[config.mk]
export PLATFORM = sky130hd
export DESIGN_NAME = ec_diff_mc
export DESIGN_NICKNAME = d
export VERILOG_FILES = /design/src/rtl/ec_diff_pkg.sv /design/src/rtl/ec_diff_sat.sv /design/src/rtl/ec_diff_mc.sv
export SDC_FILE = /design/constraint.sdc
export NUM_CORES = 1
export LEC_CHECK = 0
export CAP_MARGIN = 15
export CELL_PAD_IN_SITES_DETAIL_PLACEMENT = 1
export CELL_PAD_IN_SITES_GLOBAL_PLACEMENT = 1
export CORE_ASPECT_RATIO = 1.2
export CORE_MARGIN = 2
export CORE_UTILIZATION = 46
export CTS_CLUSTER_SIZE = 14
export DETAILED_ROUTE_END_ITERATION = 6
export GPL_TIMING_DRIVEN = 1
export PLACE_DENSITY_LB_ADDON = 0.1
export SYNTH_ARGS = -nofsm -noshare
export SYNTH_HDL_FRONTEND = slang
export SYNTH_SLANG_ARGS = --single-unit
[constraint.sdc]
create_clock -name clk -period 6.12 [get_ports clk]
set_input_delay 1.836 -clock clk [delete_from_list [all_inputs] [get_ports clk]]
set_output_delay 1.836 -clock clk [all_outputs]
set_load 0.05 [all_outputs]
[src/rtl/ec_diff_pkg.sv]
// Shared constants and width helpers for the multi-channel difference-equation filter.
package ec_diff_pkg;

  localparam logic [1:0] MODE_FULL = 2'd0;
  localparam logic [1:0] MODE_FIR  = 2'd1;
  localparam logic [1:0] MODE_BYP  = 2'd2;

  function automatic int acc_w(input int n, input int g);
    return n + g;
  endfunction

  function automatic int ch_w(input int ch);
    return (ch > 1) ? $clog2(ch) : 1;
  endfunction

endpackage

[src/rtl/ec_diff_sat.sv]
// Combinational saturator: clips an N+G-bit signed accumulator to N bits and flags clipping.
module ec_diff_sat #(
  parameter int N = 16,
  parameter int G = 3
) (
  input  logic [N+G-1:0] i_acc,
  output logic [N-1:0]   o_y,
  output logic           o_sat
);

  // Result is {clipped flag, N-bit value}; in range when the top G+1 bits all match the sign.
  function automatic logic [N:0] sat(input logic [N+G-1:0] a);
    logic [G:0] top;
    top = a[N+G-1:N-1];
    if ((&top) || !(|top))
      return {1'b0, a[N-1:0]};
    else if (a[N+G-1])
      return {1'b1, 1'b1, {(N-1){1'b0}}};
    else
      return {1'b1, 1'b0, {(N-1){1'b1}}};
  endfunction

  assign {o_sat, o_y} = sat(i_acc);

endmodule

[src/rtl/ec_diff_mc.sv]
// Multi-channel difference-equation filter with per-channel flop history and 1-cycle latency.
module ec_diff_mc
  import ec_diff_pkg::*;
#(
  parameter int N  = 16,
  parameter int CH = 4,
  parameter int G  = 3,
  localparam int CHW = ch_w(CH),
  localparam int AW  = acc_w(N, G)
) (
  input  logic           clk,
  input  logic           i_rst_n,
  input  logic           i_valid,
  input  logic [CHW-1:0] i_ch,
  input  logic [N-1:0]   i_x,
  input  logic [1:0]     i_mode,
  input  logic           i_clr,
  output logic           o_valid,
  output logic [CHW-1:0] o_ch,
  output logic [N-1:0]   o_y,
  output logic           o_sat
);

  logic signed [N-1:0] r_x1 [CH];
  logic signed [N-1:0] r_x2 [CH];
  logic signed [N-1:0] r_x3 [CH];
  logic signed [N-1:0] r_y1 [CH];
  logic signed [N-1:0] r_y2 [CH];

  logic           r_vld_p1;
  logic [CHW-1:0] r_ch_p1;
  logic [N-1:0]   r_y_p1;
  logic           r_sat_p1;

  logic signed [N-1:0]  w_h_x1, w_h_x2, w_h_x3, w_h_y1, w_h_y2;
  logic signed [AW-1:0] w_xe, w_x1e, w_x2e, w_x3e, w_y1e, w_y2e, w_acc;
  logic                 w_hit, w_take, w_sat;
  logic [N-1:0]         w_y;

  // Stage p0: history read for the addressed channel; a clear presents zero history.
  always_comb begin
    w_hit  = 1'b0;
    w_h_x1 = '0;
    w_h_x2 = '0;
    w_h_x3 = '0;
    w_h_y1 = '0;
    w_h_y2 = '0;
    for (int c = 0; c < CH; c++) begin
      if (i_ch == CHW'(c)) begin
        w_hit = 1'b1;
        if (!i_clr) begin
          w_h_x1 = r_x1[c];
          w_h_x2 = r_x2[c];
          w_h_x3 = r_x3[c];
          w_h_y1 = r_y1[c];
          w_h_y2 = r_y2[c];
        end
      end
    end
  end

  assign w_take = i_valid & w_hit;

  assign w_xe  = {{G{i_x[N-1]}},    i_x};
  assign w_x1e = {{G{w_h_x1[N-1]}}, w_h_x1};
  assign w_x2e = {{G{w_h_x2[N-1]}}, w_h_x2};
  assign w_x3e = {{G{w_h_x3[N-1]}}, w_h_x3};
  assign w_y1e = {{G{w_h_y1[N-1]}}, w_h_y1};
  assign w_y2e = {{G{w_h_y2[N-1]}}, w_h_y2};

  // Reserved mode 3 falls into the default (full equation).
  always_comb begin
    w_acc = w_xe;
    case (i_mode)
      MODE_FIR: w_acc = w_xe - w_x1e + w_x2e + w_x3e;
      MODE_BYP: w_acc = w_xe;
      default:  w_acc = w_xe - w_x1e + w_x2e + w_x3e + (w_y1e >>> 1) + (w_y2e >>> 2);
    endcase
  end

  ec_diff_sat #(.N(N), .G(G)) u_sat (
    .i_acc (w_acc),
    .o_y   (w_y),
    .o_sat (w_sat)
  );

  // Stage p1: registered output and history shift (masked history makes clear+sample leave only this sample).
  always_ff @(posedge clk or negedge i_rst_n) begin
    if (!i_rst_n) begin
      r_vld_p1 <= 1'b0;
      r_ch_p1  <= '0;
      r_y_p1   <= '0;
      r_sat_p1 <= 1'b0;
      for (int c = 0; c < CH; c++) begin
        r_x1[c] <= '0;
        r_x2[c] <= '0;
        r_x3[c] <= '0;
        r_y1[c] <= '0;
        r_y2[c] <= '0;
      end
    end else begin
      r_vld_p1 <= w_take;
      if (w_take) begin
        r_ch_p1  <= i_ch;
        r_y_p1   <= w_y;
        r_sat_p1 <= w_sat;
      end
      for (int c = 0; c < CH; c++) begin
        if (w_take && (i_ch == CHW'(c))) begin
          r_x1[c] <= signed'(i_x);
          r_x2[c] <= w_h_x1;
          r_x3[c] <= w_h_x2;
          r_y1[c] <= signed'(w_y);
          r_y2[c] <= w_h_y1;
        end else if (i_clr) begin
          r_x1[c] <= '0;
          r_x2[c] <= '0;
          r_x3[c] <= '0;
          r_y1[c] <= '0;
          r_y2[c] <= '0;
        end
      end
    end
  end

  assign o_valid = r_vld_p1;
  assign o_ch    = r_ch_p1;
  assign o_y     = r_y_p1;
  assign o_sat   = r_sat_p1;

endmodule

-- Word level (Yosys, flattened, before mapping)
Cells that the tools add are included.
- output and inout bits: 20
- register bits: 340
- mux-type cells: 68
- add/sub/neg operators: 5
- reduce and logical (&&, ||, !) cells: 12
- bitwise operators: 1
- equal/unequal tests: 5
- operator list (operator ; number):
    2-to-1 mux 16 bit ; 62
    case mux 19 bit (2 select lines) ; 1
    adder 18 x 16 -> 19 bit ; 1
    adder 19 x 14 -> 19 bit ; 1
    adder 19 x 15 -> 19 bit ; 1
    adder 17 x 16 -> 18 bit ; 1
    2-to-1 mux 17 bit ; 1
    subtractor 16 x 16 -> 17 bit ; 1
    equality test 2 bit (second input constant) ; 3
    nonzero test 2 bit ; 3
    equality test 2 x 1 -> 1 bit (second input constant) ; 2
    logical AND 1 bit ; 4
    2-to-1 mux 1 bit ; 4
    AND reduction 4 bit ; 1
    OR reduction 4 bit ; 1
    logical NOT 2 bit ; 1
    AND 1 bit ; 1
    logical NOT 1 bit ; 1
    logical OR 1 bit ; 1

-- Depth between registers and ports, before layout
- depth after elaboration: 19
- mapped depth: 31
- gate-level depth less buffers: 26

-- By module
Synthesis repeated with hierarchy kept, for this count alone.
- cell total of the unflattened synthesis: 1784
- area total of the unflattened synthesis: 19177.1 um2
- modules (own cells, without submodules) (module ; cells each ; area each (um2) ; seq. area each (um2) ; instances):
    ec_diff_mc ; 1725 ; 18794.3 ; 8207.9 ; 1
    ec_diff_sat ; 59 ; 382.9 ; 0.0 ; 1

-- Least setup slack after synthesis
OpenSTA, ideal clock, no wires.
- path type: input port to flip-flop
- from: input i_ch[0]
- to: register r_y_p1[12] (netlist: o_y[12])
- buffers on the path: 4
- stages: 28
- required time: 6.000 ns
- arrival time: 9.221 ns
- setup time: 0.120 ns
- path slack: -3.220 ns
- cells stage by stage: clkbuf_1 -> clkbuf_1 -> buf_1 -> mux4_2 -> and2_1 -> fa_1 -> inv_1 -> fa_1 -> inv_1 -> ha_1 -> nor2b_1 -> o31ai_2 -> a21boi_0 -> o21ai_0 -> or3b_2 -> nand2b_1 -> fa_1 -> inv_1 -> ha_1 -> a21o_1 -> a221o_1 -> or3_1 -> o31ai_1 -> nor4_2 -> or3_1 -> buf_2 -> a221o_1 -> a31o_1
- word-level cells in the longest chain between the ends: 18
- elaborated cells between the ends (all ways): 56
- those cells by class: 5 x add/sub; 3 x eq/ne; 42 x mux; 1 x bitwise; 5 x reduce/logical
- RTL lines (what ; RTL line ; source):
    start: declaration ; ec_diff_mc.sv:14 ; input logic [CHW-1:0] i_ch,
    logical NOT 2 bit ; ec_diff_mc.sv:49 ; if (i_ch == CHW'(c)) begin
    2-to-1 mux 16 bit ; ec_diff_mc.sv:49 ;
    2-to-1 mux 16 bit ; ec_diff_mc.sv:51 ; if (!i_clr) begin
    2-to-1 mux 16 bit ; ec_diff_mc.sv:49 ;
    2-to-1 mux 16 bit ; ec_diff_mc.sv:51 ;
    2-to-1 mux 16 bit ; ec_diff_mc.sv:49 ;
    2-to-1 mux 16 bit ; ec_diff_mc.sv:51 ;
    2-to-1 mux 16 bit ; ec_diff_mc.sv:49 ;
    [2 not listed] ; n/a ;
    adder 18 x 16 -> 19 bit ; ec_diff_mc.sv:75, ec_diff_mc.sv:77 ;
    adder 19 x 15 -> 19 bit ; ec_diff_mc.sv:77 ; default: w_acc = w_xe - w_x1e + w_x2e + w_x3e + (w_y1e >>> 1) + (w_y2e >>> 2);
    adder 19 x 14 -> 19 bit ; ec_diff_mc.sv:77 ;
    case mux 19 bit (2 select lines) ; ec_diff_mc.sv:74 ; case (i_mode)
    OR reduction 4 bit ; ec_diff_sat.sv:15 ; if ((&top) || !(|top))
    logical NOT 1 bit ; ec_diff_sat.sv:15 ;
    logical OR 1 bit ; ec_diff_sat.sv:15 ;
    2-to-1 mux 17 bit ; ec_diff_sat.sv:15 ;
    end signal: assignment ; ec_diff_mc.sv:105 ; r_y_p1 <= w_y;
    end: declaration ; ec_diff_mc.sv:32 ; logic [N-1:0] r_y_p1;
Several ways; a longest one is shown, not always the timed one.
A chain may end at the register's enable or synchronous reset.

-- Final worst setup path
- from: input i_ch[0]
- to: register r_y_p1[0] (netlist: o_y[0])
Same word-level chain as after synthesis.

==> run metrics <==
sequential-to-total area share from yosys stat 43.8%; fin crit share 131%; Post-Synth XOR/XNOR Area 1.40%; Simple-Gate Fraction of Synth Area 12.5%; CTS sink cnt 328; post-route DRC violation count 0; status finished with violations; initial antenna violation count 0; Crit Path Category input pin to register; worst vdd ir 0.306 mV; Cell Area, Synth 0.0188 mm^2; clock tree buffer depth 3; diode count 0; Final min period 8000 ps; Buf+Inv Stages, Crit Path 9; Post-CTS Hold Buffers 0; Async S/R FF share, synth 100%; total wire length 64800 um; Synth top cells by count dfrtp_1, nand2_1, nor2_1, mux2i_1, inv_1; max incr delay on CP 570 ps; all-layer global routing usage 30.4%; worst-path maximum fanout 7; RR Endpoint o_y[0]; Mapped Cells 1775; Final ANT Viol Nets 0; area delta synth->final 31.9%; syn_nets 1889; Area contributors post-synth dfrtp_1, mux2i_1, mux4_2, fa_1, nand2_1; final hold vios 0; Detailed Place HPWL 41300 um; Die Y-Extent 225 um; Die W 188 um; Max-slew headroom 36.3%; Peak Freq 125 MHz; Syn Area/Cell 10.6 um^2; Reg2Reg Setup Slack -750 ps; Pwr Total 8.32 mW; vias in the first global route 17215; RSZ-0062 raised after global routing yes; Register-to-Register Path Depth 28; I/O Pins 44; final-report setup violation count 77; layout net count 2186; area share of fa/ha/maj cells after synthesis 8.08%; core area 0.0405 mm^2; unique cell type count in the Yosys netlist 70; clk_skew 20.0 ps; Initial Util 46.3%; DR vias 15449; Yosys top cell by area dfrtp_1; mux contribution to synthesized area 19.2%; most common flop cell mapped by yosys dfrtp_1; Yosys reg bits 328; final RePlAce weighted congestion 0.928; CP Launch Type input pin; most used cell, CP buf_6; Compound-Gate Fraction of Synth Area 10.2%; Hold Path Class register to register; Via density 5.85; Critical Path RT 6550 ps; Static Leak 11.2 nW; Port Buffer Count 43; fin. max-slew vios 0; Crit-path slowest cell fa_1; Worst-path clk slew 60 ps; pwr dens 336 mW/mm^2; global route overflow 0; Worst Tran Pin Value 955 ps; Clock Tree Root clkbuf_16; TritonCTS buffer count 37; Util after Layout 61.0%; Hold Crit Endpoint r_y1[15]; Core Rows 81; largest family of logic cells by synthesized area multiplexers; violated checks setup timing; share of the synthesized area in the top cell type 43.8%; max-cap violations 0; Hold Crit Start r_y1[15]; family with the most delay on the worst path adder cells; Syn. warnings 0; Worst setup EP type register; H-tree levels 2; first-pass GRT wire length 99800 um; Skew-Pair Late Insertion Delay 570 ps; Initial DRT Pass Iterations 5; Worst EP arrival 8430 ps; Worst path depth 30; CTS tree built; fillers 4202; largest net degree at the start of global routing 121; worst r2r src r_x2[7]; Worst Slack Setup Final -1880 ps; Post-synth EDFFs 0; Hold Crit Depth 2; share of cells above drive strength 1 30.7%; die footprint 0.0424 mm^2; Avg WL per Cell 24.5 um; first-iteration detailed-routing DRC count 882; count leader, synth dfrtp_1
[how the worst max path moves through the flow]
| stage | start | end | slack (ps) |
|---|---|---|---|
| 2_1_floorplan | i_ch[0] | o_y[12] | -2150 |
| 3_3_place_gp | i_ch[0] | o_y[12] | -2620 |
| 3_5_place_dp | i_ch[0] | o_y[12] | -2700 |
| 4_1_cts | i_ch[0] | o_y[12] | -1570 |
| 5_1_grt | i_ch[0] | r_y1[61] | -2020 |
| 6_report | i_ch[0] | o_y[0] | -1880 |
[state kept, by name (all words and copies together) (netlist names)]
signal	flops
o_y	16
r_y2	56
o_sat	1
o_ch	2
o_valid	1
r_y1	60
r_x3	64
r_x1	64
r_x2	64
[area by class of cell]
type                       instances  area, um^2  area share [%]
clock buffer                      59        1160            4.69
clock inverter                     9         154           0.622
inverter                         112         423            1.71
multi-input combinational       1215       10800            43.8
sequential                       328        8210            33.2
tap                              539         674            2.73
timing repair buffer             378        3290            13.3
[cell families after synthesis]
kind of cell / Yosys count
multiplexers: 265
adder cells (fa/ha/maj): 90
buffers and inverters: 232
AND/OR/NAND/NOR: 547
XOR/XNOR: 30
flip-flops: 328
AO/OA/AOI/OAI: 283
[where the power goes]
group          total, mW  internal (mW)  switching [mW]  leakage (nW)
Sequential          2.47           2.35           0.121          4.48
Combinational       3.43           1.54            1.88          6.04
Clock               2.42           1.47           0.951         0.639
[cell usage in the layout (no fill, tap or decap), types with 24 or more instances in the layout]
cell	instances
nand2_1	216
buf_6	24
a221o_1	31
a21oi_1	31
dfrtp_1	328
nand3_1	42
nor2_1	201
mux2i_1	185
clkdlybuf4s50_1	38
mux4_2	76
clkbuf_16	39
o21ai_0	60
fa_1	51
buf_4	294
inv_1	104
[stage by stage]
stage | worst slack (ps) | hold slack [ps] | instances | area (um^2) | TNS (ps)
floorplan | -2150 | 443 | 1775 | 19000 | -156260
global placement | -2620 | 466 | 2519 | 21900 | -194920
detailed placement | -2700 | 477 | 2519 | 21900 | -200260
CTS | -1570 | 482 | 2623 | 24400 | -113850
global route | -2020 | 511 | 2640 | 24700 | -148890
finish | -1880 | 491 | 2640 | 24700 | -137910
[worst min-delay path: cells and delay by family (launching register included)]
kind	cells	cell delay, ps
AND/OR/NAND/NOR	1	60
AO/OA/AOI/OAI	1	50
flip-flops	1	350
[what timing repair did]
item,CTS,global route
endpoints found under the hold margin,0,0
pin swaps,92,51
gates cloned,5,0
resized for setup,179,55
setup endpoints to repair,77,77
setup buffers,43,24
[per-layer routing]
| layer | track usage (%) | vias up | wire [um] | share of wire [%] |
|---|---|---|---|---|
| met1 | 36.4 | 8119 | 25700 | 40 |
| li1 | - | 6779 | - | - |
| met3 | 4.14 | 167 | 2370 | 3.7 |
| met5 | 0 | - | 0 | 0 |
| met2 | 55.6 | 384 | 33800 | 52 |
| met4 | 11.4 | 0 | 2900 | 4.5 |
No activity file was read; power rests on OpenSTA's default activity.
